File: config.mk
export PLATFORM = sky130hd
export DESIGN_NAME = dm_access_seq
export DESIGN_NICKNAME = d
export VERILOG_FILES = /design/src/rtl/dm_access_seq.sv
export SDC_FILE = /design/constraint.sdc
export NUM_CORES = 1
export LEC_CHECK = 0
export ABC_AREA = 1
export CORE_MARGIN = 2
export CORE_UTILIZATION = 45
export DETAILED_ROUTE_END_ITERATION = 7
export HOLD_SLACK_MARGIN = 0.06
export PLACE_DENSITY = 0.81
export SETUP_SLACK_MARGIN = 0.4
export SKIP_CTS_REPAIR_TIMING = 1
export SLEW_MARGIN = 10
export SYNTH_ARGS = -nofsm -noshare
export SYNTH_HDL_FRONTEND = slang
export SYNTH_SLANG_ARGS = --single-unit
File: constraint.sdc
create_clock -name CLK -period 2.37 [get_ports CLK]
set_input_delay 0.3555 -clock CLK [delete_from_list [all_inputs] [get_ports CLK]]
set_output_delay 0.3555 -clock CLK [all_outputs]
set_load 0.01 [all_outputs]
File: src/rtl/dm_access_seq.sv
// Data-memory access sequencer between the MEM stage and a single-port synchronous word RAM.
// Word stores write directly; partial stores read-modify-write; loads return the aligned word.
module dm_access_seq #(
  parameter int unsigned ADDR_W = 10
) (
  input  logic              CLK,
  input  logic              RESET,
  input  logic [31:0]       req_addr,
  input  logic [31:0]       req_wdata,
  input  logic [1:0]        req_size,
  input  logic              req_read,
  input  logic              req_write,
  output logic              busy,
  output logic              done,
  output logic [31:0]       rdata_out,
  output logic [ADDR_W-1:0] ram_addr,
  output logic [31:0]       ram_wdata,
  output logic              ram_re,
  output logic              ram_we,
  input  logic [31:0]       ram_rdata
);

  typedef enum logic [2:0] {
    StIdle, StRd, StCap, StWr, StRmwRd, StRmwMrg, StDone
  } state_e;

  state_e              state_q, state_d;
  logic [ADDR_W+1:0]   addr_q, addr_d;
  logic [31:0]         wdata_q, wdata_d;
  logic [1:0]          size_q, size_d;
  logic [31:0]         rdata_q, rdata_d;
  logic [31:0]         merged;
  logic [2:0]          byte_sel;
  logic [1:0]          off;

  // Address bits above the RAM range alias modulo RAM size.
  logic unused_addr_hi;
  assign unused_addr_hi = ^req_addr[31:ADDR_W+2];

  assign off       = addr_q[1:0];
  assign ram_addr  = addr_q[ADDR_W+1:2];
  assign rdata_out = rdata_q;
  assign busy      = (state_q != StIdle);
  assign done      = (state_q == StDone);

  // Big-endian merge: data byte d[n-1] lands on word byte off; bytes past byte 3 are dropped.
  always_comb begin
    merged   = ram_rdata;
    byte_sel = 3'd0;
    for (int k = 0; k < 4; k++) begin
      if ((3'(k) >= {1'b0, off}) && (3'(k) < ({1'b0, off} + {1'b0, size_q}))) begin
        byte_sel = {1'b0, off} + {1'b0, size_q} - 3'd1 - 3'(k);
        merged[31-8*k -: 8] = wdata_q[{byte_sel[1:0], 3'b000} +: 8];
      end
    end
  end

  always_comb begin
    state_d   = state_q;
    addr_d    = addr_q;
    wdata_d   = wdata_q;
    size_d    = size_q;
    rdata_d   = rdata_q;
    ram_re    = 1'b0;
    ram_we    = 1'b0;
    ram_wdata = 32'd0;
    unique case (state_q)
      StIdle: begin
        if (req_write || req_read) begin
          addr_d  = req_addr[ADDR_W+1:0];
          wdata_d = req_wdata;
          size_d  = req_size;
        end
        // A store wins over a simultaneous load; the load is dropped.
        if (req_write) begin
          state_d = (req_size == 2'd0) ? StWr : StRmwRd;
        end else if (req_read) begin
          state_d = StRd;
        end
      end
      StRd: begin
        ram_re  = 1'b1;
        state_d = StCap;
      end
      StCap: begin
        rdata_d = ram_rdata;
        state_d = StDone;
      end
      StWr: begin
        ram_we    = 1'b1;
        ram_wdata = wdata_q;
        state_d   = StDone;
      end
      StRmwRd: begin
        ram_re  = 1'b1;
        state_d = StRmwMrg;
      end
      StRmwMrg: begin
        ram_we    = 1'b1;
        ram_wdata = merged;
        state_d   = StDone;
      end
      StDone: begin
        state_d = StIdle;
      end
      default: begin
        state_d = StIdle;
      end
    endcase
  end

  always_ff @(posedge CLK or negedge RESET) begin
    if (!RESET) begin
      state_q <= StIdle;
      addr_q  <= '0;
      wdata_q <= 32'd0;
      size_q  <= 2'd0;
      rdata_q <= 32'd0;
    end else begin
      state_q <= state_d;
      addr_q  <= addr_d;
      wdata_q <= wdata_d;
      size_q  <= size_d;
      rdata_q <= rdata_d;
    end
  end

endmodule

; Word level (Yosys, flattened, before mapping)
; Cells that the tools add are included.
[op_classes]
n_shift = 4
n_mux = 11
magnitude_cmp = 7
addsub = 5
reduce_logical = 11
eq_ne = 7
[op_table]
columns = operator, n
row1 = indexed part select 32 x 6 -> 8 bit, 4
row2 = case mux 32 bit (2 select lines), 1
row3 = 2-to-1 mux 8 bit, 4
row4 = case mux 3 bit (4 select lines), 1
row5 = == test 3 bit (second input constant), 3
row6 = 2-to-1 mux 3 bit, 3
row7 = == test 3 x 2 -> 1 bit (second input constant), 2
row8 = < comparator 1 x 3 -> 1 bit (first input constant), 2
row9 = < comparator 2 x 3 -> 1 bit (first input constant), 2
row10 = >= comparator 1 x 2 -> 1 bit (first input constant), 2
row11 = OR reduction 2 bit, 2
row12 = subtractor 2 x 1 -> 2 bit (second input constant), 2
row13 = subtractor 2 bit (second input constant), 2
row14 = adder 2 x 2 -> 3 bit, 1
row15 = == test 3 x 1 -> 1 bit (second input constant), 1
row16 = logical AND 1 bit, 3
row17 = zero test 3 bit, 1
row18 = != test 3 bit (second input constant), 1
row19 = nonzero test 3 bit, 1
row20 = OR reduction 3 bit, 1
row21 = >= comparator 2 bit (first input constant), 1
row22 = zero test 2 bit, 1
row23 = 2-to-1 mux 1 bit, 2
row24 = AND reduction 2 bit, 1
row25 = logical OR 1 bit, 1
[word_totals]
in_bits = 102
wordCells = 50
ff_bits = 81
out_inout_bits = 78

; Longest topological paths before layout
; Gate-level depths: netlist of run 1.
[logic_depth]
word_depth = 6
mapped_depth = 10
mapped_depth_nobuf = 9

; Worst setup path before layout of run 1
; No wires, ideal clock.
[synth_timing]
kind = reg2out
from = reg addr_q[0]
to = out ram_wdata[26]
path_buffers = 2
t_arrival_ns = 1.817
stages_incl_launch_ff = 11
required_ns = 2.014
path_slack_ns = 0.198
cell_sequence = dfrtp_1 -> ha_1 -> fa_1 -> buf_6 -> nand2_2 -> nand2_2 -> buf_6 -> nand2_1 -> nand3_1 -> nand2_1 -> nand2_1
[synth_between]
elab_chain_cells = 5
elab_cells_between_ends = 8
cone_classes = add/sub (2) / order compare (2) / shift (1) / mux (2) / reduce/logical (1)
[synth_lines]
columns = element, line
row1 = start: declaration, 28  ; logic [ADDR_W+1:0] addr_q, addr_d;
row2 = start signal: assignment, 121  ; addr_q <= addr_d;
row3 = adder 2 x 2 -> 3 bit, 52  ; byte_sel = {1'b0, off} + {1'b0, size_q} - 3'd1 - 3'(k);
row4 = subtractor 2 x 1 -> 2 bit or < comparator 1 x 3 -> 1 bit (tied branches), "52, 51"
row5 = indexed part select 32 x 6 -> 8 bit or logical AND 1 bit (tied branches), "53, 51"
row6 = 2-to-1 mux 8 bit *, 51  ; if ((3'(k) >= {1'b0, off}) && (3'(k) < ({1'b0, off} + {1'b0, size_q}))) begin
row7 = case mux 32 bit (2 select lines) *, 67  ; unique case (state_q)
row8 = end: declaration, 17  ; output logic [31:0] ram_wdata,
; Every way passes the cells marked *; elsewhere a longest branch is shown, timed or not.

; Worst setup path after layout of run 1
[layout_timing]
from = reg addr_q[0]
to = out ram_wdata[25]
; Same word-level chain as after synthesis.

==> qor.txt, run 1 <==
Seq/Total Area, Yosys = 0.410
Gpl congestion = 0.925
Final period util = 1.21
Setup Skew = 0.0142 ns
Core Util, Final = 0.686
Maxcap violations = 0
CP required = 2.01 ns
Die Height = 109 um
Final Hold Fails = 0
Static Leak = 3.67 nW
Mapped cell area = 4950 um2
H-tree levels = 3
Post-layout nets = 992
Grt ovf = 0
Slew headroom = 0.612
I/O Buffers = 159
Hold Startpoint = addr_q[5]
Pre-Repair DR Iteration Count = 7
DR iter-0 viols = 611
Crit path cell chain = ha_2 -> fa_2 -> buf_6 -> buf_6 -> nand2_8 -> nand2_4 -> nand2_1 -> nand3_1 -> nand2_1 -> nand2_2 -> clkbuf_2
Status = finished with violations
Final wirelength = 17.2 mm
Sink Count = 81
Family with the most delay on the worst path = adder cells
Yosys top cell by area = dfrtp_1
Core area = 10800 um2
CP max-delay cell = fa_2
Yosys warnings = 0
Largest net degree at the start of global routing = 65
Number of top-level pins = 180
Min-Delay Path Class = register to register
RSZ-0062 raised after global routing = true
Vias/cell = 5.37
Final WS setup = -0.503 ns
Clock tree buffer depth = 2
Worst R2R Path Depth = 7
R2r setup slk = 0.62 ns
Slowest Stage Delay on Critical Path = 0.62 ns
Worst hold slack = 0.479 ns
DIE WIDTH = 109 um
Die area = 11800 um2
Crit Path Class = register to primary output
Antenna violations before repair = 0
Clock Latency Late Sink = 0.38 ns
PD cells = 1780 nW/um2
Area delta synth->final = 49.8%
Antenna cells = 0
CTS clk-pin slew, worst paths = 0.09 ns
CP Launch Type = register
Most common cell after layout, fill and taps aside = nand2_1
Post-Synthesis Cells = 732
HPWL after DPL = 11.3 mm
Number of global-route vias before repair = 4746
Peak VDD IR = 0.850 mV
Tmin final = 2.87 ns
Failing checks = setup timing
Syn nets = 836
Worst path buffer plus inverter count = 3
R2R Path Start = state_q[2]
Gr usage total = 0.257
Top cells by area, synth = dfrtp_1 (41%), nand2_1 (28%), nand3_1 (9.2%), a21oi_1 (3.4%), buf_4 (3.3%)
Most frequent cells in the layout = nand2_1 (320), clkdlybuf4s50_1 (122), dfrtp_1 (79)
Worst Path Arrival = 2.52 ns
Post-DRT Antenna Nets = 0
Worst-Margin Slew = 0.582 ns
Yosys reg bits = 81
First-pass GRT wire length = 23.7 mm
Place WS = -0.413 ns
Initial core utilization = 0.458
Cell Rows = 38
CTS root buf = clkbuf_8
Wire per inst = 16.7 um
Synth top area share = 0.410
Final Slew Violations = 0
CP endpoint kind = primary output
Fmax = 0.348 GHz
Final setup viols = 32
Share of layout cells above drive strength 1 = 0.206
Setup_tns = -13.84 ns
Drt drc = 0
CTS tree = yes
Reg2reg end = addr_q[0]
Number of buffers created by CTS = 9
Hold Crit Depth = 2
End of the worst hold path = addr_q[5]
Vias = 5547
Post-synth cell types = 28
Avg Inst Size Synth = 6.76 um2
Critical-path maximum fanout = 8
-- per-layer routing --
layer  vias up  track usage  part of all wire
li1       2623            -                 -
met1      2536        0.356              0.41
met2       303        0.387              0.45
met3        85       0.0460             0.087
met4         0        0.130             0.052
met5         -            0                 0
-- metrics by stage --
step / instances / power [mW] / cell area (um2)
floorplan: 732 / 7.34 / 5020
global placement: 998 / 9.53 / 6630
detailed placement: 998 / 9.68 / 6630
CTS: 1014 / 10.7 / 6810
global route: 1033 / 14.0 / 7410
finish: 1033 / 13.2 / 7410
-- state kept, by name (all words and copies together), names as in the netlist --
register,count
rdata_out,32
wdata_q,32
addr_q,12
state_q,3
size_q,2
-- where the power goes --
group | switching (mW) | total [mW] | leakage [nW] | internal (mW)
combinational | 5.54 | 9.47 | 2.59 | 3.94
sequential | 0.658 | 2.73 | 0.994 | 2.07
clock | 0.532 | 0.969 | 0.0846 | 0.436
total | 6.73 | 13.2 | 3.67 | 6.44
-- final cells by class --
type / count / area, um2
Fill cell: 873 / 3380
Multi-Input combinational cell: 559 / 2830
Sequential cell: 81 / 2030
Timing Repair Buffer: 190 / 1980
Inverter: 47 / 214
Tap cell: 140 / 175
Clock buffer: 12 / 155
Clock inverter: 4 / 27.5
-- Yosys cell counts --
cell type and n:
nand2_4 2, nand2_1 368, dfrtp_1 81, o21ai_4 1
inv_4 3, inv_2 6, or2_1 1, fa_1 1
nor2_4 2, nand2_2 5, nor2_1 6, nor3_1 1
ha_1 1, buf_1 1, clkbuf_1 3, inv_1 38
nand3_2 1, buf_2 13, nand3_1 91, a21oi_1 34
clkbuf_2 3, buf_6 7, buf_4 22, nand3_4 1
o21ai_0 33, nand4_1 1, and3_1 1, o21ai_1 5
-- worst min-delay path: stages (launching register included) --
cell,delay (ns)
dfrtp_1,0.35
nand2_1,0.05
nand2_1,0.05
-- how the worst max path moves through the flow --
| stage | cells past startpoint | slack (ns) | from | end |
|---|---|---|---|---|
| 2_1_floorplan | 10 | 0.24 | addr_q[0] | ram_wdata[26] |
| 3_3_place_gp | 9 | -0.38 | size_q[0] | ram_wdata[17] |
| 3_5_place_dp | 9 | -0.41 | size_q[0] | ram_wdata[17] |
| 4_1_cts | 9 | -0.82 | size_q[0] | ram_wdata[20] |
| 5_1_grt | 11 | -0.57 | addr_q[0] | ram_wdata[25] |
| 6_report | 11 | -0.50 | addr_q[0] | ram_wdata[25] |
-- cell families after synthesis --
| family | share of synthesized area |
|---|---|
| and+or+nand+nor | 0.402 |
| buffers and inverters | 0.106 |
| AOI/OAI and AO/OA | 0.0761 |
| DFF | 0.410 |
| adders and majority gates | 0.00658 |
No activity file was read; power rests on OpenSTA's default activity.
==> run 2, diff against run 1 <==
Settings changed: CAP_MARGIN set to 20, PLACE_DENSITY 0.81 to unset, PLACE_DENSITY_LB_ADDON set to 0.05.
==> qor.txt, run 2 (synthesis gave the netlist of run 1 again) <==
Final setup viols = 32 (unchanged)
CTS tree = yes
Gr usage total = 0.268 (+0.0105)
Maxcap violations = 0 (unchanged)
Tot Pwr = 11.8 mW (-10%)
Crit path cell chain = ha_2 -> fa_2 -> buf_6 -> o21ai_4 -> buf_6 -> buf_6 -> a21oi_4 -> nand2_1 -> nand2_1 -> buf_2
DR iter-0 viols = 411 (-33%)
Worst Path Arrival = 2.42 ns (-0.10 ns)
H-tree levels = 3 (unchanged)
CP required = 2.01 ns (about the same)
Clock Latency Late Sink = 0.36 ns (-0.02 ns)
Final Slew Violations = 0 (unchanged)
Drt drc = 0 (unchanged)
Final wirelength = 16.4 mm (-5.0%)
Most Used Layer, Global Route = met2
Core Util, Final = 0.667 (-0.0197)
Die area = 11800 um2 (unchanged)
PD cells = 1650 nW/um2 (-7.4%)
Setup Skew = 0.0121 ns (-0.00206 ns)
Failing checks = setup timing
Number of global-route vias before repair = 4788 (+0.88%)
Gpl congestion = 0.873 (-5.7%)
Initial core utilization = 0.458 (unchanged)
Wire per inst = 15.9 um (-4.4%)
Fmax = 0.361 GHz (+3.6%)
Met1 usage = 0.376 (+0.0199)
Clock Power Share = 0.089 (+0.015)
Most frequent cells in the layout = nand2_1 (335), clkdlybuf4s50_1 (122), nand3_1 (90)
Final WS setup = -0.403 ns (+0.100 ns)
CP Launch Type = register
Tmin final = 2.77 ns (-0.100 ns)
Sw Share = 0.496 (-0.0146)
DIE WIDTH = 109 um (unchanged)
Vias/cell = 5.15 (-4.1%)
Sink Count = 81 (unchanged)
Slowest Stage Delay on Critical Path = 0.58 ns (-0.04 ns)
Core area = 10800 um2 (unchanged)
Pre-Repair DR Iteration Count = 5 (-2)
I/O Buffers = 159 (unchanged)
CP endpoint kind = primary output
Number of buffers created by CTS = 9 (unchanged)
Clock tree buffer depth = 2 (unchanged)
Family with the most delay on the worst path = adder cells
Post-layout nets = 986 (-0.60%)
Worst-Margin Slew = 0.565 ns (-0.0173 ns)
Antenna cells = 0 (unchanged)
CTS clk-pin slew, worst paths = 0.09 ns (about the same)
Area delta synth->final = 45.5%
Static Leak = 3.78 nW (+2.9%)
Cell mode on critical path = buf_6
Grt ovf = 0 (unchanged)
Min-Delay Path Class = input pin to asynchronous set/reset pin
Worst path buffer plus inverter count = 4 (+1)
CTS root buf = clkbuf_8
CP max-delay cell = fa_2
HPWL after DPL = 11.9 mm (+5.0%)
Peak VDD IR = 1.02 mV (+20%)
Number of top-level pins = 180 (unchanged)
Share of layout cells above drive strength 1 = 0.161 (-0.0448)
Met2 Use GR = 0.427 (+0.0397)
Largest net degree at the start of global routing = 82 (+26%)
Critical-path maximum fanout = 6 (-2)
Slew headroom = 0.624 (+0.0115)
Final period util = 1.17 (-0.0423)
Finished Cell Area = 7200 um2 (-2.9%)
Most common cell after layout, fill and taps aside = nand2_1
Antenna violations before repair = 0 (unchanged)
Net Sw Power = 5.87 mW (-13%)
RSZ-0062 raised after global routing = true
Status = finished with violations
Met3 Track Usage GR = 0.0508 (+0.00478)
Cell Rows = 38 (unchanged)
Final Hold Fails = 0 (unchanged)
Post-placement cell area = 6650 um2 (+0.30%)
Post-DRT Antenna Nets = 0 (unchanged)
Die Height = 109 um (unchanged)
First-pass GRT wire length = 24.4 mm (+3.0%)
Internal = 5.96 mW (-7.4%)
Crit Path Class = register to primary output
Sequential power share = 0.233 (+0.026)
R2r setup slk = 0.59 ns (-0.03 ns)
Vias = 5287 (-4.7%)
Logic pwr share = 0.678 (-0.041)
[run 2: stage by stage]
stage	setup TNS, ns	hold WS [ns]	setup WS [ns]	cells
after floorplan	0	0.0599	0.241	732
after global placement	-10.59	0.452	-0.412	999
after detailed placement	-11.38	0.458	-0.442	999
after CTS	-24.38	0.198	-0.845	1015
after global routing	-11.77	0.500	-0.478	1027
final	-8.99	0.477	-0.403	1027
[run 2: area by class of cell]
cell class	count	area (um2)
fill	982	3600
clock inverter	5	53.8
inverter	47	199
sequential	81	2030
tap	140	175
multi-input combinational	556	2670
clock buffer	11	151
timing repair buffer	187	1920
[run 2: metal layers]
metal	wire length, um	vias to the layer above
met5	0	-
met4	268	0
met3	1170	19
met2	7610	221
met1	7320	2450
li1	-	2597
[run 2: worst paths after layout]
check / startpoint / to / depth (start not counted)
worst max-delay path: addr_q[0] / ram_wdata[22] / 10
worst min-delay path: RESET / rdata_out[26] / 2
worst max register to register: state_q[1] / addr_q[0] / 7
worst min register to register: addr_q[10] / addr_q[10] / 2
max in group asynchronous: RESET / wdata_q[10] / 3
min in group CLK: addr_q[10] / addr_q[10] / 2
[run 2: power by group through the flow]
stage	Clock, mW	Sequential [mW]	Combinational [mW]
floorplan	0	2.64	4.70
global placement	0	2.71	7.12
detailed placement	0	2.75	7.22
CTS	1.07	2.73	7.25
global route	1.12	2.83	8.84
finish	1.05	2.76	8.03
